==> config.mk <==
export PLATFORM = sky130hd
export DESIGN_NAME = song_sequencer
export DESIGN_NICKNAME = d
export VERILOG_FILES = /design/src/rtl/song_sequencer.sv
export SDC_FILE = /design/constraint.sdc
export NUM_CORES = 1
export LEC_CHECK = 0
export CORE_ASPECT_RATIO = 1.75
export CORE_MARGIN = 5
export CORE_UTILIZATION = 55
export DETAILED_ROUTE_END_ITERATION = 10
export GPL_TIMING_DRIVEN = 0
export PLACE_DENSITY = 0.78
export SKIP_LAST_GASP = 1
export SYNTH_ARGS = -nofsm -noshare
export SYNTH_HDL_FRONTEND = slang
export SYNTH_SLANG_ARGS = --single-unit
==> constraint.sdc <==
create_clock -name clk -period 3 [get_ports clk]
set_input_delay 0.75 -clock clk [delete_from_list [all_inputs] [get_ports clk]]
set_output_delay 0.75 -clock clk [all_outputs]
set_load 0.05 [all_outputs]
==> src/rtl/song_sequencer.sv <==
// song_sequencer: steps through a note ROM one entry per beat and holds the
// current note for the tone stage.
//
// Ports
//   clk         system clock, all state changes on the rising edge
//   rst         asynchronous active-low reset
//   pp          play/pause switch level (asynchronous), 1 = play
//   next        next-song button (asynchronous), rising edge advances the song
//   rom_addr    registered ROM address {song_idx, step}
//   rom_data    ROM word, valid one cycle after rom_addr changes
//                 0x00 = rest, 0xFF = end-of-song, otherwise a note number
//   fullnote    note currently held for the tone stage
//   note_valid  tone stage sounds fullnote while high
//   song_idx    current song
//   playing     synchronized pp
module song_sequencer #(
    parameter int unsigned CLKF      = 100_000_000,
    parameter int unsigned BEAT_HZ   = 8,
    parameter int unsigned NUM_SONGS = 2
) (
    input  logic       clk,
    input  logic       rst,
    input  logic       pp,
    input  logic       next,
    output logic [7:0] rom_addr,
    input  logic [7:0] rom_data,
    output logic [7:0] fullnote,
    output logic       note_valid,
    output logic [1:0] song_idx,
    output logic       playing
);

    localparam int unsigned BEAT_CYC = CLKF / BEAT_HZ;
    localparam int unsigned GAP_CYC  = BEAT_CYC / 8;
    localparam int unsigned CW       = (BEAT_CYC > 1) ? $clog2(BEAT_CYC) : 1;

    localparam logic [CW-1:0] CNT_LAST = CW'(BEAT_CYC - 1);
    // One extra bit so a zero gap (very short beats) cannot wrap the threshold.
    localparam logic [CW:0]   CNT_ON   = (CW + 1)'(BEAT_CYC - GAP_CYC);
    localparam logic [1:0]    SONG_LAST = 2'(NUM_SONGS - 1);

    typedef enum logic [1:0] {StFetch, StLatch, StHold, StPause} state_t;

    state_t        r_state;
    state_t        w_state_nxt;
    logic          r_pp_meta, r_pp_sync;
    logic          r_nx_meta, r_nx_sync, r_nx_prev;
    logic          w_next_pulse;
    logic [1:0]    r_song, w_song_nxt;
    logic [5:0]    r_step, w_step_nxt;
    logic [CW-1:0] r_cnt, w_cnt_nxt;
    logic [7:0]    r_note, w_note_nxt;
    logic          r_rest, w_rest_nxt;
    logic          r_pend, w_pend_nxt;
    logic [7:0]    r_rom_addr;

    // Input synchronizers; r_nx_prev gives a single-cycle pulse per rising edge.
    always_ff @(posedge clk or negedge rst) begin
        if (!rst) begin
            r_pp_meta <= 1'b0;
            r_pp_sync <= 1'b0;
            r_nx_meta <= 1'b0;
            r_nx_sync <= 1'b0;
            r_nx_prev <= 1'b0;
        end else begin
            r_pp_meta <= pp;
            r_pp_sync <= r_pp_meta;
            r_nx_meta <= next;
            r_nx_sync <= r_nx_meta;
            r_nx_prev <= r_nx_sync;
        end
    end

    assign w_next_pulse = r_nx_sync & ~r_nx_prev;

    // State register
    always_ff @(posedge clk or negedge rst) begin
        if (!rst) begin
            r_state <= StFetch;
        end else begin
            r_state <= w_state_nxt;
        end
    end

    // Datapath registers
    always_ff @(posedge clk or negedge rst) begin
        if (!rst) begin
            r_song     <= 2'd0;
            r_step     <= 6'd0;
            r_cnt      <= '0;
            r_note     <= 8'h00;
            r_rest     <= 1'b0;
            r_pend     <= 1'b0;
            r_rom_addr <= 8'h00;
        end else begin
            r_song <= w_song_nxt;
            r_step <= w_step_nxt;
            r_cnt  <= w_cnt_nxt;
            r_note <= w_note_nxt;
            r_rest <= w_rest_nxt;
            r_pend <= w_pend_nxt;
            // Address only moves when (re)entering FETCH.
            if (w_state_nxt == StFetch) begin
                r_rom_addr <= {w_song_nxt, w_step_nxt};
            end
        end
    end

    // Next-state and datapath next values
    always_comb begin
        w_state_nxt = r_state;
        w_song_nxt  = r_song;
        w_step_nxt  = r_step;
        w_cnt_nxt   = r_cnt;
        w_note_nxt  = r_note;
        w_rest_nxt  = r_rest;
        w_pend_nxt  = r_pend;

        if (w_next_pulse) begin
            // Song change overrides any end marker or beat end this cycle.
            w_song_nxt = (r_song == SONG_LAST) ? 2'd0 : r_song + 2'd1;
            w_step_nxt = 6'd0;
            w_cnt_nxt  = '0;
            if (r_pp_sync) begin
                w_state_nxt = StFetch;
                w_pend_nxt  = 1'b0;
            end else begin
                w_state_nxt = StPause;
                w_pend_nxt  = 1'b1;
            end
        end else begin
            case (r_state)
                StFetch: begin
                    // Paused before the ROM word is consumed: refetch on resume.
                    if (r_pp_sync) begin
                        w_state_nxt = StLatch;
                    end else begin
                        w_state_nxt = StPause;
                        w_pend_nxt  = 1'b1;
                    end
                end
                StLatch: begin
                    w_cnt_nxt = '0;
                    if (rom_data == 8'hFF) begin
                        w_step_nxt  = 6'd0;
                        w_state_nxt = StFetch;
                    end else begin
                        if (rom_data == 8'h00) begin
                            w_rest_nxt = 1'b1;
                        end else begin
                            w_note_nxt = rom_data;
                            w_rest_nxt = 1'b0;
                        end
                        w_pend_nxt  = 1'b0;
                        w_state_nxt = r_pp_sync ? StHold : StPause;
                    end
                end
                StHold: begin
                    if (!r_pp_sync) begin
                        w_state_nxt = StPause;
                    end else if (r_cnt == CNT_LAST) begin
                        w_step_nxt  = r_step + 6'd1;
                        w_cnt_nxt   = '0;
                        w_state_nxt = StFetch;
                    end else begin
                        w_cnt_nxt = r_cnt + CW'(1);
                    end
                end
                StPause: begin
                    if (r_pp_sync) begin
                        w_state_nxt = r_pend ? StFetch : StHold;
                        w_pend_nxt  = 1'b0;
                    end
                end
                default: w_state_nxt = StFetch;
            endcase
        end
    end

    // Outputs
    always_comb begin
        note_valid = (r_state == StHold) && r_pp_sync && !r_rest && !w_next_pulse &&
                     ({1'b0, r_cnt} < CNT_ON);
    end

    assign rom_addr = r_rom_addr;
    assign fullnote = r_note;
    assign song_idx = r_song;
    assign playing  = r_pp_sync;

endmodule
==> impl_metrics.yaml <==
global_routing:
  grt.total_usage_pct: 21.9
  gr-total-overflow: 0
  antenna_found_initial: 0
  grt_pass1_wl_microns: 11700
  grt_pass1_vias: 2566
  grt_max_degree: 33
critical_path:
  worstPathArrival_ns: 2.07
  cp.required_ns: 2.25
  crit_type: "reg -> out"
  rrSetupSlack_ns: 0.27
  critPathMaxFanout: 6
  r2r-start: "r_cnt[4]$_DFFE_PN0P_"
  r2r_end: "rom_addr[0]$_DFFE_PN0N_"
  startpoint: "r_state[0]$_DFF_PN0_"
  reg2reg_depth: 7
  crit_path_end_kind: "primary output"
  endpoint: "note_valid"
  critPathLaunchType: "register"
finish:
  drive_gt1_share_pct: 10.8
  nets: 348
  syn_to_final_growth_pct: 19.4
  antenna_cells: 0
  fin_cells: 387
  fillers: 426
die:
  start_util_pct: 55.5
  ios: 32
  core_area_sq_mm: 0.00521
  dieArea_sq_mm: 0.00687
  die_h_microns: 106
  die_x_microns: 64.8
  row_count: 35
cts:
  cts_root_buf: "clkbuf_8"
  path_clk_slew_ns: 0.05
  clk_path_buf_depth: 2
  insertion_delay_ns: 0.34
  htree_levels: 3
  clock-sinks: 57
  cts_made_buffers: 9
  holdBufCountCts: 0
  cts_tree: "yes"
yosys:
  synth_area_leaders: "dfrtp_1 49%, mux2_2 5.8%, o21ai_0 4.8%"
  synth_most_common_cell: "dfrtp_1"
  ys_top_cells_by_count: "57 x dfrtp_1, 28 x o21ai_0, 22 x nor2_1, 19 x nand2_1, 17 x nand3_1"
  synth_seq_cells: 57
  yosysUniqueCellTypes: 47
  synthFlopType: "dfrtp_1"
  synth-async-reset-ratio_pct: 100
  ys_warn_count: 0
  synth_fp_nets: 305
  post_synth.cell_area_avg_sq_um: 10.1
  synth_top_area_cell: "dfrtp_1"
  synthesis.area_sq_mm: 0.00289
  yosysSeqAreaShare_pct: 49.3
  synth_edf_count: 0
  synth_top_area_share_pct: 49.3
  syn_inst: 287
placed_design:
  place.gp.congestion: 0.865
  dp_hpwl_microns: 4850
  portBuffers: 31
  dp.cells: 374
sta:
  rsz0062_at_grt: "true"
  period_share_pct: 93.9
  hold_viol: 0
  fmax_mhz: 355
  finClkSkew_ns: 0.00797
  worst_pin_slew_ns: 0.868
  slew_viol_final: 0
  max_slew_margin_pct: 41.7
  period_minus_slack_ns: 2.82
  setup-violations-final: 0
drt:
  wl_per_cell_microns: 17.3
  drcViolationCount: 0
  detail_route.iter0.violations: 184
  drt-pass1-iter-count: 7
  ant_nets: 0
  vias: 2389
  vias_per_cell: 6.17
  routed_wl_microns: 6710
pwr:
  p_per_area_mw_per_mm2: 801
  p_leak_nw: 1.49
  ir_drop_mv: 0.377
  total_power_w: 0.00277
status:
  status: "finished, final reports clean"
worst_hold_path:
  hold_class: "reg -> reg"
job:
  cap_viol_max_count: 0
per-stage QoR:
stage	setup WS, ns	hold WS, ns	cell area [sq um]	util (%)	setup TNS [ns]
final	0.183	0.353	3460	66.3	0
after global routing	-0.0201	0.373	3460	66.3	-0.0201
after CTS	0.0133	0.354	3460	66.4	0
after detailed placement	-0.217	0.338	3290	63.1	-1.73
after global placement	-0.562	0.335	3270	62.8	-33.82
after floorplan	0.341	0.331	2890	-	0
repair_timing:
| action | CTS | global route |
|---|---|---|
| gates resized for setup | 3 | 2 |
| setup endpoints to repair | 1 | 9 |
| pin swaps | 0 | 1 |
| setup buffers | 0 | 1 |
power breakdown:
part / switching, W / total [W] / internal, W
registers: 0.0000720 / 0.000947 / 0.000875
clock network: 0.000275 / 0.000628 / 0.000354
logic: 0.000758 / 0.00119 / 0.000436
logic make-up after synthesis:
family                     count (synthesis)  synth area share, %
xor gates and xnor gates                   9                 2.72
muxes                                     18                 6.87
and+or+nand+nor                          105                 19.0
buffers and inverters                     19                 2.59
DFF                                       57                 49.3
adders and majority gates                  6                 2.59
AOI/OAI and AO/OA                         73                 16.9
worst min-delay path by stage:
stage,from,endpoint,slack [ns],cells after the start
2_1_floorplan,r_pp_meta$_DFF_PN0_,playing$_DFF_PN0_,0.33,0
3_3_place_gp,r_nx_meta$_DFF_PN0_,r_nx_sync$_DFF_PN0_,0.33,0
3_5_place_dp,r_nx_meta$_DFF_PN0_,r_nx_sync$_DFF_PN0_,0.34,0
4_1_cts,r_pp_meta$_DFF_PN0_,playing$_DFF_PN0_,0.35,0
5_1_grt,r_nx_meta$_DFF_PN0_,r_nx_sync$_DFF_PN0_,0.37,0
6_report,r_pp_meta$_DFF_PN0_,playing$_DFF_PN0_,0.35,0
layout make-up:
cell class              count  area [sq um]  share of cell area (%)
inverters                   9          33.8                   0.978
repair buffers             33           328                    9.49
well taps                  55          68.8                    1.99
multi-input cells         211          1390                    40.3
plain buffers               9          37.5                    1.09
flip-flops and latches     57          1430                    41.3
clock buffers              13           169                    4.89
cells in the final DEF, fill, tap and decap left out, types with 6 or more instances in the layout:
cell and count:
dfrtp_1 57, clkdlybuf4s50_1 29, o21ai_0 28, nor2_1 22
nand2_1 19, nand3_1 17, mux2_2 15, clkbuf_8 12
a21oi_1 11, nand4_1 10, inv_1 9, clkbuf_1 9
o31ai_1 7, xor2_1 6, ha_1 6
critical path: stages (launching register included):
cell	delay, ns
dfrtp_1	0.41
inv_1	0.13
ha_1	0.27
and2_1	0.31
nand4b_1	0.16
a21oi_1	0.17
buf_2	0.28
layer usage:
layer | track usage (%) | wire length, microns | vias to the layer above
met2 | 40.0 | 3810 | 48
met4 | 9.53 | 148 | 0
li1 | - | - | 1144
met3 | 5.29 | 243 | 14
met5 | 0 | 0 | -
met1 | 23.1 | 2500 | 1183
registers in the layout (all words and copies together) (netlist names):
| register | cells |
|---|---|
| r_cnt | 24 |
| fullnote | 8 |
| rom_addr | 8 |
| r_step | 6 |
| r_state | 2 |
| song_idx | 2 |
| playing | 1 |
| r_nx_meta | 1 |
| r_nx_prev | 1 |
| r_nx_sync | 1 |
| r_pend | 1 |
| r_pp_meta | 1 |
| r_rest | 1 |
(Power assumes the default switching activity.)
